`config.mk`:
```
export PLATFORM = sky130hd
export DESIGN_NAME = multi_debouncer
export DESIGN_NICKNAME = d
export VERILOG_FILES = /design/src/rtl/multi_debouncer.sv
export SDC_FILE = /design/constraint.sdc
export NUM_CORES = 1
export LEC_CHECK = 0
export CAP_MARGIN = 0
export CORE_MARGIN = 1.5
export CORE_UTILIZATION = 60
export DETAILED_ROUTE_END_ITERATION = 10
export PLACE_DENSITY = 0.82
export SLEW_MARGIN = 20
export SYNTH_ARGS = -nofsm -noshare
export SYNTH_HDL_FRONTEND = slang
export SYNTH_SLANG_ARGS = --single-unit
```
`constraint.sdc`:
```
create_clock -name clock -period 5 [get_ports clock]
set_clock_uncertainty 0.15 [all_clocks]
set_input_delay 0.75 -clock clock [delete_from_list [all_inputs] [get_ports clock]]
set_output_delay 0.75 -clock clock [all_outputs]
set_load 0.01 [all_outputs]
```
`src/rtl/multi_debouncer.sv`:
```
// multi_debouncer: N-channel push-button debouncer with level, press and release outputs.
// Optional auto-repeat of press pulses while held: define MULTI_DEBOUNCER_REPEAT_EN.
module multi_debouncer #(
    parameter int CHANNELS      = 5,
    parameter int TICK_DIV      = 100000,
    parameter int STABLE_TICKS  = 10,
    parameter bit ACTIVE_LOW    = 1'b0,
    parameter int REPEAT_DELAY  = 500,
    parameter int REPEAT_PERIOD = 100
) (
    input  logic                clock,
    input  logic                reset,
    input  logic [CHANNELS-1:0] buttons_raw,
    output logic [CHANNELS-1:0] level,
    output logic [CHANNELS-1:0] pressed,
    output logic [CHANNELS-1:0] released,
    output logic                tick
);

    localparam int TW = $clog2(TICK_DIV);
    localparam int SW = $clog2(STABLE_TICKS + 1);

    localparam logic [TW-1:0] TICK_LAST = TW'(TICK_DIV - 1);
    localparam logic [SW-1:0] STAB_LAST = SW'(STABLE_TICKS - 1);

    // Raw idle value per channel; also used to fold polarity after the synchroniser.
    localparam logic [CHANNELS-1:0] RAW_IDLE = {CHANNELS{ACTIVE_LOW}};

    logic [TW-1:0]       tick_cnt;
    logic [CHANNELS-1:0] sync1;
    logic [CHANNELS-1:0] sync2;
    logic [CHANNELS-1:0] s;
    logic [SW-1:0]       stab_cnt [CHANNELS];
    logic [CHANNELS-1:0] accept;
    logic [CHANNELS-1:0] rpt_fire;

    // Free-running sample divider; tick is a registered one-clock strobe.
    always_ff @(posedge clock or posedge reset) begin
        if (reset) begin
            tick_cnt <= '0;
            tick     <= 1'b0;
        end else begin
            tick <= (tick_cnt == TICK_LAST);
            if (tick_cnt == TICK_LAST) begin
                tick_cnt <= '0;
            end else begin
                tick_cnt <= tick_cnt + 1'b1;
            end
        end
    end

    // Two-flop synchroniser, reset to the idle pin value so reset never looks like a press.
    always_ff @(posedge clock or posedge reset) begin
        if (reset) begin
            sync1 <= RAW_IDLE;
            sync2 <= RAW_IDLE;
        end else begin
            sync1 <= buttons_raw;
            sync2 <= sync1;
        end
    end

    assign s = sync2 ^ RAW_IDLE;

    // A channel accepts its new level on the tick that completes the disagreeing run.
    always_comb begin
        accept = '0;
        for (int i = 0; i < CHANNELS; i++) begin
            accept[i] = tick && (s[i] != level[i]) && (stab_cnt[i] == STAB_LAST);
        end
    end

    // Per-channel run counter of consecutive disagreeing ticks; any agreement restarts it.
    always_ff @(posedge clock or posedge reset) begin
        if (reset) begin
            for (int i = 0; i < CHANNELS; i++) begin
                stab_cnt[i] <= '0;
            end
        end else if (tick) begin
            for (int i = 0; i < CHANNELS; i++) begin
                if (s[i] == level[i] || accept[i]) begin
                    stab_cnt[i] <= '0;
                end else begin
                    stab_cnt[i] <= stab_cnt[i] + 1'b1;
                end
            end
        end
    end

`ifdef MULTI_DEBOUNCER_REPEAT_EN
    localparam int RMAX = (REPEAT_DELAY > REPEAT_PERIOD) ? REPEAT_DELAY : REPEAT_PERIOD;
    localparam int RW   = $clog2(RMAX + 1);

    localparam logic [RW-1:0] DELAY_LAST  = RW'(REPEAT_DELAY - 1);
    localparam logic [RW-1:0] PERIOD_LAST = RW'(REPEAT_PERIOD - 1);

    logic [RW-1:0]       rpt_cnt [CHANNELS];
    logic [CHANNELS-1:0] rpt_armed;

    // Repeat fires while held; a releasing tick never also repeats.
    always_comb begin
        rpt_fire = '0;
        for (int i = 0; i < CHANNELS; i++) begin
            rpt_fire[i] = tick && level[i] && !accept[i] &&
                          (rpt_cnt[i] == (rpt_armed[i] ? PERIOD_LAST : DELAY_LAST));
        end
    end

    // Ticks since press (first interval) or since last repeat; cleared while released.
    always_ff @(posedge clock or posedge reset) begin
        if (reset) begin
            for (int i = 0; i < CHANNELS; i++) begin
                rpt_cnt[i] <= '0;
            end
            rpt_armed <= '0;
        end else begin
            for (int i = 0; i < CHANNELS; i++) begin
                if (!level[i] || accept[i]) begin
                    rpt_cnt[i]   <= '0;
                    rpt_armed[i] <= 1'b0;
                end else if (tick) begin
                    if (rpt_fire[i]) begin
                        rpt_cnt[i]   <= '0;
                        rpt_armed[i] <= 1'b1;
                    end else begin
                        rpt_cnt[i] <= rpt_cnt[i] + 1'b1;
                    end
                end
            end
        end
    end
`else
    // No auto-repeat: a press produces exactly one pulse.
    always_comb begin
        rpt_fire = '0;
    end
`endif

    // Level and edge pulses update together so pressed/released align with the level change.
    always_ff @(posedge clock or posedge reset) begin
        if (reset) begin
            level    <= '0;
            pressed  <= '0;
            released <= '0;
        end else begin
            level    <= level ^ accept;
            pressed  <= (accept & s) | rpt_fire;
            released <= accept & ~s;
        end
    end

endmodule
```
==> results of run 1 <==
-- cell type report --
cell class	count	area (µm²)
sequential	63	1580
multi-input combinational	153	1140
fill	297	1130
timing repair buffer	24	235
clock buffer	13	159
clock inverter	3	65.1
tap	52	65.1
inverter	11	41.3
-- final timing paths --
| check | start | end | depth (start not counted) |
|---|---|---|---|
| worst max-delay path | level[2] | level[2] | 1 |
| worst min-delay path | sync1[4] | s[4] | 0 |
| worst max register to register | tick_cnt[0] | tick_cnt[15] | 5 |
| worst min register to register | sync1[4] | s[4] | 0 |
| max in group asynchronous | reset | stab_cnt[4] | 3 |
| min in group asynchronous | reset | tick_cnt[4] | 2 |
-- Yosys cell counts --
library cell   n  area share (%)
nor4bb_1       2            0.72
ha_1          11             4.9
nor2b_1        1            0.22
nand2b_1       9             2.0
nand4b_1       2            0.63
buf_2          3            0.54
nand3_2        1            0.36
dfrtp_1       63              57
nor2_1        18             2.4
o21ai_0        8             1.4
nor4b_1        1            0.31
nor4_2         1            0.45
and4_1         5             1.6
xor2_1        13             4.1
a21oi_1        3            0.54
nand2_1        9             1.2
nor3_2         1            0.36
nor3b_1       10             2.7
a32o_1         3             1.1
mux2i_1        3             1.1
buf_6          1            0.40
nand4b_2       2             1.1
buf_4          1            0.27
nand4_1        7             1.6
and4b_4        1            0.49
nand3_1       10             1.8
mux2_2         9             3.6
inv_1         11             1.5
xnor2_1        6             1.9
o22ai_1        6             1.3
and3_1         5             1.1
or4_1          2            0.54
o2bb2ai_1      4             1.3
-- logic make-up (layout without fill, tap and decap cells) --
| logic type | Yosys count | in the layout | share of synthesized area (%) |
|---|---|---|---|
| AND/OR/NAND/NOR | 87 | 87 | 19.6 |
| adder cells (fa/ha/maj) | 11 | 11 | 4.93 |
| flip-flops | 63 | 63 | 56.5 |
| multiplexers | 12 | 12 | 4.71 |
| AO/OA/AOI/OAI | 24 | 24 | 5.65 |
| buffers and inverters | 16 | 51 | 2.69 |
| XOR/XNOR | 19 | 19 | 5.96 |
-- cells in the final DEF, fill, tap and decap left out, types with 3 or more instances in the layout --
| master | n |
|---|---|
| nor3b_1 | 10 |
| o22ai_1 | 6 |
| and4_1 | 5 |
| dfrtp_1 | 63 |
| and3_1 | 5 |
| a21oi_1 | 3 |
| inv_1 | 10 |
| nand3_1 | 10 |
| nand4_1 | 7 |
| nand2_1 | 9 |
| xnor2_1 | 6 |
| clkbuf_8 | 11 |
| nand2b_1 | 9 |
| mux2_2 | 9 |
| xor2_1 | 13 |
| mux2i_1 | 3 |
| o2bb2ai_1 | 4 |
| ha_1 | 11 |
| o21ai_0 | 8 |
| nor2_1 | 18 |
| clkdlybuf4s50_1 | 22 |
| a32o_1 | 3 |
-- power breakdown --
part | switching, µW | total, µW | internal (µW)
logic | 13.8 | 20.8 | 6.98
clock network | 188 | 496 | 308
registers | 2.62 | 516 | 514
-- routing by layer --
metal	part of all wire, %	GRT usage (%)	vias to the layer above
met4	2.3	11.7	0
met2	47	31.8	30
li1	-	-	889
met5	0	0	-
met3	3.4	5.56	8
met1	47	25.2	913
-- flip-flops by register name, summed over array words and instances, names as in the netlist --
signal / flops
level: 5
pressed: 5
released: 5
s: 5
stab_cnt: 20
sync1: 5
tick: 1
tick_cnt: 17
-- stage by stage --
stage / util, % / cells / worst slack (ps) / power, µW / instance area [µm²]
2_1_floorplan: - / 232 / 2530 / 538 / 2790
3_3_place_gp: 69.2 / 303 / 2820 / 547 / 3060
3_5_place_dp: 69.2 / 303 / 2780 / 548 / 3060
4_1_cts: 74.3 / 319 / 2780 / 1040 / 3280
5_1_grt: 74.3 / 319 / 2730 / 1070 / 3280
6_report: 74.3 / 319 / 2800 / 1030 / 3280
==> run_results.csv, run 1 <==
group,metric,value,unit
cells_and_area,final_net_count,280,
timing,worstMarginPinSlew,497,ps
grt,grt_pass1_vias,1821,
routing,vias,1840,
synthesis,ys.warnings.count,0,
worst_setup_path,reg2reg_slack,3180,ps
worst_setup_path,cpLargestDelayFamily,"buffers and inverters",
clock_tree,clock-sinks,63,
floorplanning,die_h,71.2,µm
cells_and_area,n_antenna_cell,0,
worst_setup_path,critPathKind,"reg -> out",
timing,hold_ws,196,ps
place,gp_congestion,0.872,
synthesis,synth.yosys.seq_area_share,56.5,%
worst_setup_path,cp_max_fo,5,
floorplanning,ios,23,
worst_setup_path,critical-path-max-stage-delay,560,ps
synthesis,syn_area,2790,µm²
clock_tree,h-tree-depth,3,
hold_path,hold_path_class,"reg -> reg",
floorplanning,chipWidth,71.2,µm
clock_tree,cts_tree,"built",
worst_setup_path,start_kind,"register",
clock_tree,cts_resized,0,
place,hpwl,2960,µm
routing,vias_per_cell,5.77,
worst_setup_path,crit_required,4100,ps
floorplanning,die-area,5070,µm²
grt,grt_start_max_net_pins,41,
grt,antenna_found_initial,0,
status,status,"finished clean",
pwr,p_per_area,315,nW/µm²
timing,hold_viol,0,
clock_tree,clk_path_buf_depth,2,
timing,drv_slew,0,
clock_tree,cts_root_buffer,"clkbuf_8",
routing,drt-total-wl,4460,µm
timing,tns,0,ps
pwr,ir_drop,0.000277,V
routing,dr.pass1.iters,4,
worst_setup_path,worstPathArrival,1300,ps
cells_and_area,area_growth,17.6,%
grt,grt_pass1_wl,7830,µm
floorplanning,start_util,63.2,%
floorplanning,rows,24,
cells_and_area,drive_gt1_share,12.0,%
timing,max_freq,454,MHz
clock_tree,numCtsBuffers,9,
routing,routedWlPerCell,14.0,µm
timing,fin_crit,2200,ps
clock_tree,hold_buffers,0,
worst_setup_path,cp-end-kind,"output pin",
clock_tree,worstSkewPairLatency,340,ps
synthesis,syn_nets,250,
routing,drt_iter0_drc,120,
timing,slew_headroom,66.8,%
job,cap_violations,0,
synthesis,syn_inst,232,
synthesis,synth_seq_cells,63,
worst_setup_path,crit_chain,"clkdlybuf4s50_1",
pwr,leakage,0.00151,µW
timing,rsz0062_at_grt,"no",
floorplanning,core,4410,µm²
timing,fin_crit_sh,44.1,%
timing,setup_viol,0,
grt,overflow,0,
synthesis,synth_area_per_cell,12.0,µm²
synthesis,ys_types,33,
clock_tree,path_clk_slew,70,ps
place,portBuffers,22,
grt,grt_use_total,20.3,%
worst_setup_path,cp_slowest_cell,"clkdlybuf4s50_1",
clock_tree,post_cts_buffers,0,
worst_setup_path,path_buf_inv,1,
routing,drc,0,
routing,ant_nets,0,
No activity file was read; power rests on OpenSTA's default activity.
==> inputs of run 2 (changes only) <==
CORE_UTILIZATION = 51   (was 60)
PLACE_DENSITY = 0.74   (was 0.82)
clock period = 1.9 ns   (was 5 ns; I/O delays follow)
==> run_results.csv, run 2 (synthesis gave the netlist of run 1 again) <==
group,metric,value,unit
status,status,"finished clean",
cells_and_area,n_antenna_cell,0,
floorplanning,ios,23,
grt,grt_start_max_net_pins,18,
clock_tree,h-tree-depth,3,
pwr,p_per_area,763,nW/µm²
grt,use_met1,21.9,%
worst_setup_path,reg2reg_from,"tick_cnt[0]",
timing,drv_slew,0,
floorplanning,rows,26,
worst_setup_path,start_kind,"register",
floorplanning,start_util,53.6,%
place,hpwl,3200,µm
cells_and_area,nFillCells,419,
routing,drc,0,
place,place_ws,173,ps
grt,grt_pass1_wl,7910,µm
clock_tree,cts_root_buffer,"clkbuf_8",
worst_setup_path,critical-path-max-stage-delay,580,ps
timing,fin_crit_sh,95.0,%
floorplanning,die-area,5920,µm²
clock_tree,worstSkewPairLatency,330,ps
grt,globalRoute.busiestLayer,"met2",
grt,antenna_found_initial,0,
worst_setup_path,cp_slowest_cell,"clkdlybuf4s50_1",
timing,setup_viol,0,
cells_and_area,largest_register_ffs,20,
routing,vias_per_cell,5.37,
cells_and_area,area_growth,19.9,%
pwr,p_total,2550,µW
routing,ant_nets,0,
worst_setup_path,cp_max_fo,7,
routing,drt_iter0_drc,49,
routing,drt-total-wl,4500,µm
clock_tree,path_clk_slew,70,ps
clock_tree,clock-sinks,63,
cells_and_area,multi_input_area,1140,µm²
grt,grt_use_total,17.4,%
timing,fin_crit,1800,ps
timing,hold_ws,126,ps
cells_and_area,regMostFlops,"stab_cnt",
clock_tree,hold_buffers,0,
grt,grt_pass1_vias,1851,
clock_tree,numCtsBuffers,9,
hold_path,hold_path_class,"in -> async",
grt,gr-usage-met2,27.3,%
place,gp_congestion,0.840,
timing,max_freq,554,MHz
grt,overflow,0,
timing,rsz0062_at_grt,"no",
cells_and_area,layout_commonest_cell,"dfrtp_1",
clock_tree,post_cts_buffers,0,
worst_setup_path,rr_endpoint,"tick_cnt[5]",
worst_setup_path,path_buf_inv,1,
cells_and_area,reg_top3,"stab_cnt (20), tick_cnt (17)",
routing,routedWlPerCell,13.0,µm
floorplanning,die_h,77.0,µm
cells_and_area,drive_gt1_share,14.5,%
pwr,ir_drop,0.000459,V
worst_setup_path,critPathLaunch,"tick",
cells_and_area,mostFrequentLayoutCells,"63 x dfrtp_1, 22 x clkdlybuf4s50_1, 18 x nor2_1, 13 x xor2_1, 11 x ha_1",
routing,vias,1853,
timing,tns,0,ps
worst_setup_path,cp-end-kind,"output pin",
pwr,leakage,0.00154,µW
worst_setup_path,critPathKind,"reg -> out",
worst_setup_path,rr_worst_depth,5,
worst_setup_path,crit_required,1460,ps
worst_setup_path,worstPathArrival,1370,ps
floorplanning,chipWidth,77.0,µm
timing,fin_ws,95.6,ps
floorplanning,core,5200,µm²
timing,slew_headroom,75.9,%
place,portBuffers,22,
clock_tree,cts_resized,0,
grt,grtUsageMet3,3.93,%
worst_setup_path,cpLargestDelayFamily,"buffers and inverters",
worst_setup_path,crit_chain,"clkdlybuf4s50_1",
clock_tree,clk_path_buf_depth,2,
timing,worstMarginPinSlew,360,ps
worst_setup_path,reg2reg_slack,160,ps
job,cap_violations,0,
cells_and_area,final_net_count,288,
timing,hold_viol,0,
clock_tree,cts_tree,"built",
routing,dr.pass1.iters,4,
cells_and_area,regArea,1580,µm²
## run 2: per-layer routing
| metal | part of all wire [%] | vias up |
|---|---|---|
| met3 | 2.7 | 9 |
| li1 | - | 901 |
| met2 | 48 | 28 |
| met1 | 47 | 915 |
| met4 | 2.2 | 0 |
| met5 | 0 | - |
## run 2: report_power, final
part / internal, µW / switching [µW]
Clock: 636 / 493
Sequential: 1350 / 6.85
Combinational: 25.3 / 38.0
## run 2: per-stage QoR
| stage | instances | area [µm²] | util [%] |
|---|---|---|---|
| after floorplan | 232 | 2790 | - |
| final | 345 | 3350 | 64.3 |
| after global routing | 345 | 3350 | 64.3 |
| after detailed placement | 329 | 3160 | 60.6 |
| after CTS | 345 | 3350 | 64.3 |
| after global placement | 329 | 3160 | 60.6 |
## run 2: area by class of cell
class	count	area share (%)
clock buffers	12	4.34
clock inverters	4	1.35
inverters	11	1.35
multi-input cells	153	34.0
flip-flops and latches	63	47.1
well taps	70	2.62
repair buffers	32	9.20
## run 2: worst reg2reg max path: cells and delay by family (launching register included)
kind          cells  cell delay, ps
flops             1             380
simple gates      3             700
fa+ha+maj         1             230
buf+inv           1             180
## run 2: how the worst max path moves through the flow
stage	to	depth (start not counted)	slack (ps)
after CTS	tick	1	80
after global routing	tick_cnt[7]	5	50
after floorplan	tick_cnt[15]	6	270
after global placement	tick_cnt[7]	5	240
final	tick	1	100
after detailed placement	tick_cnt[7]	5	170
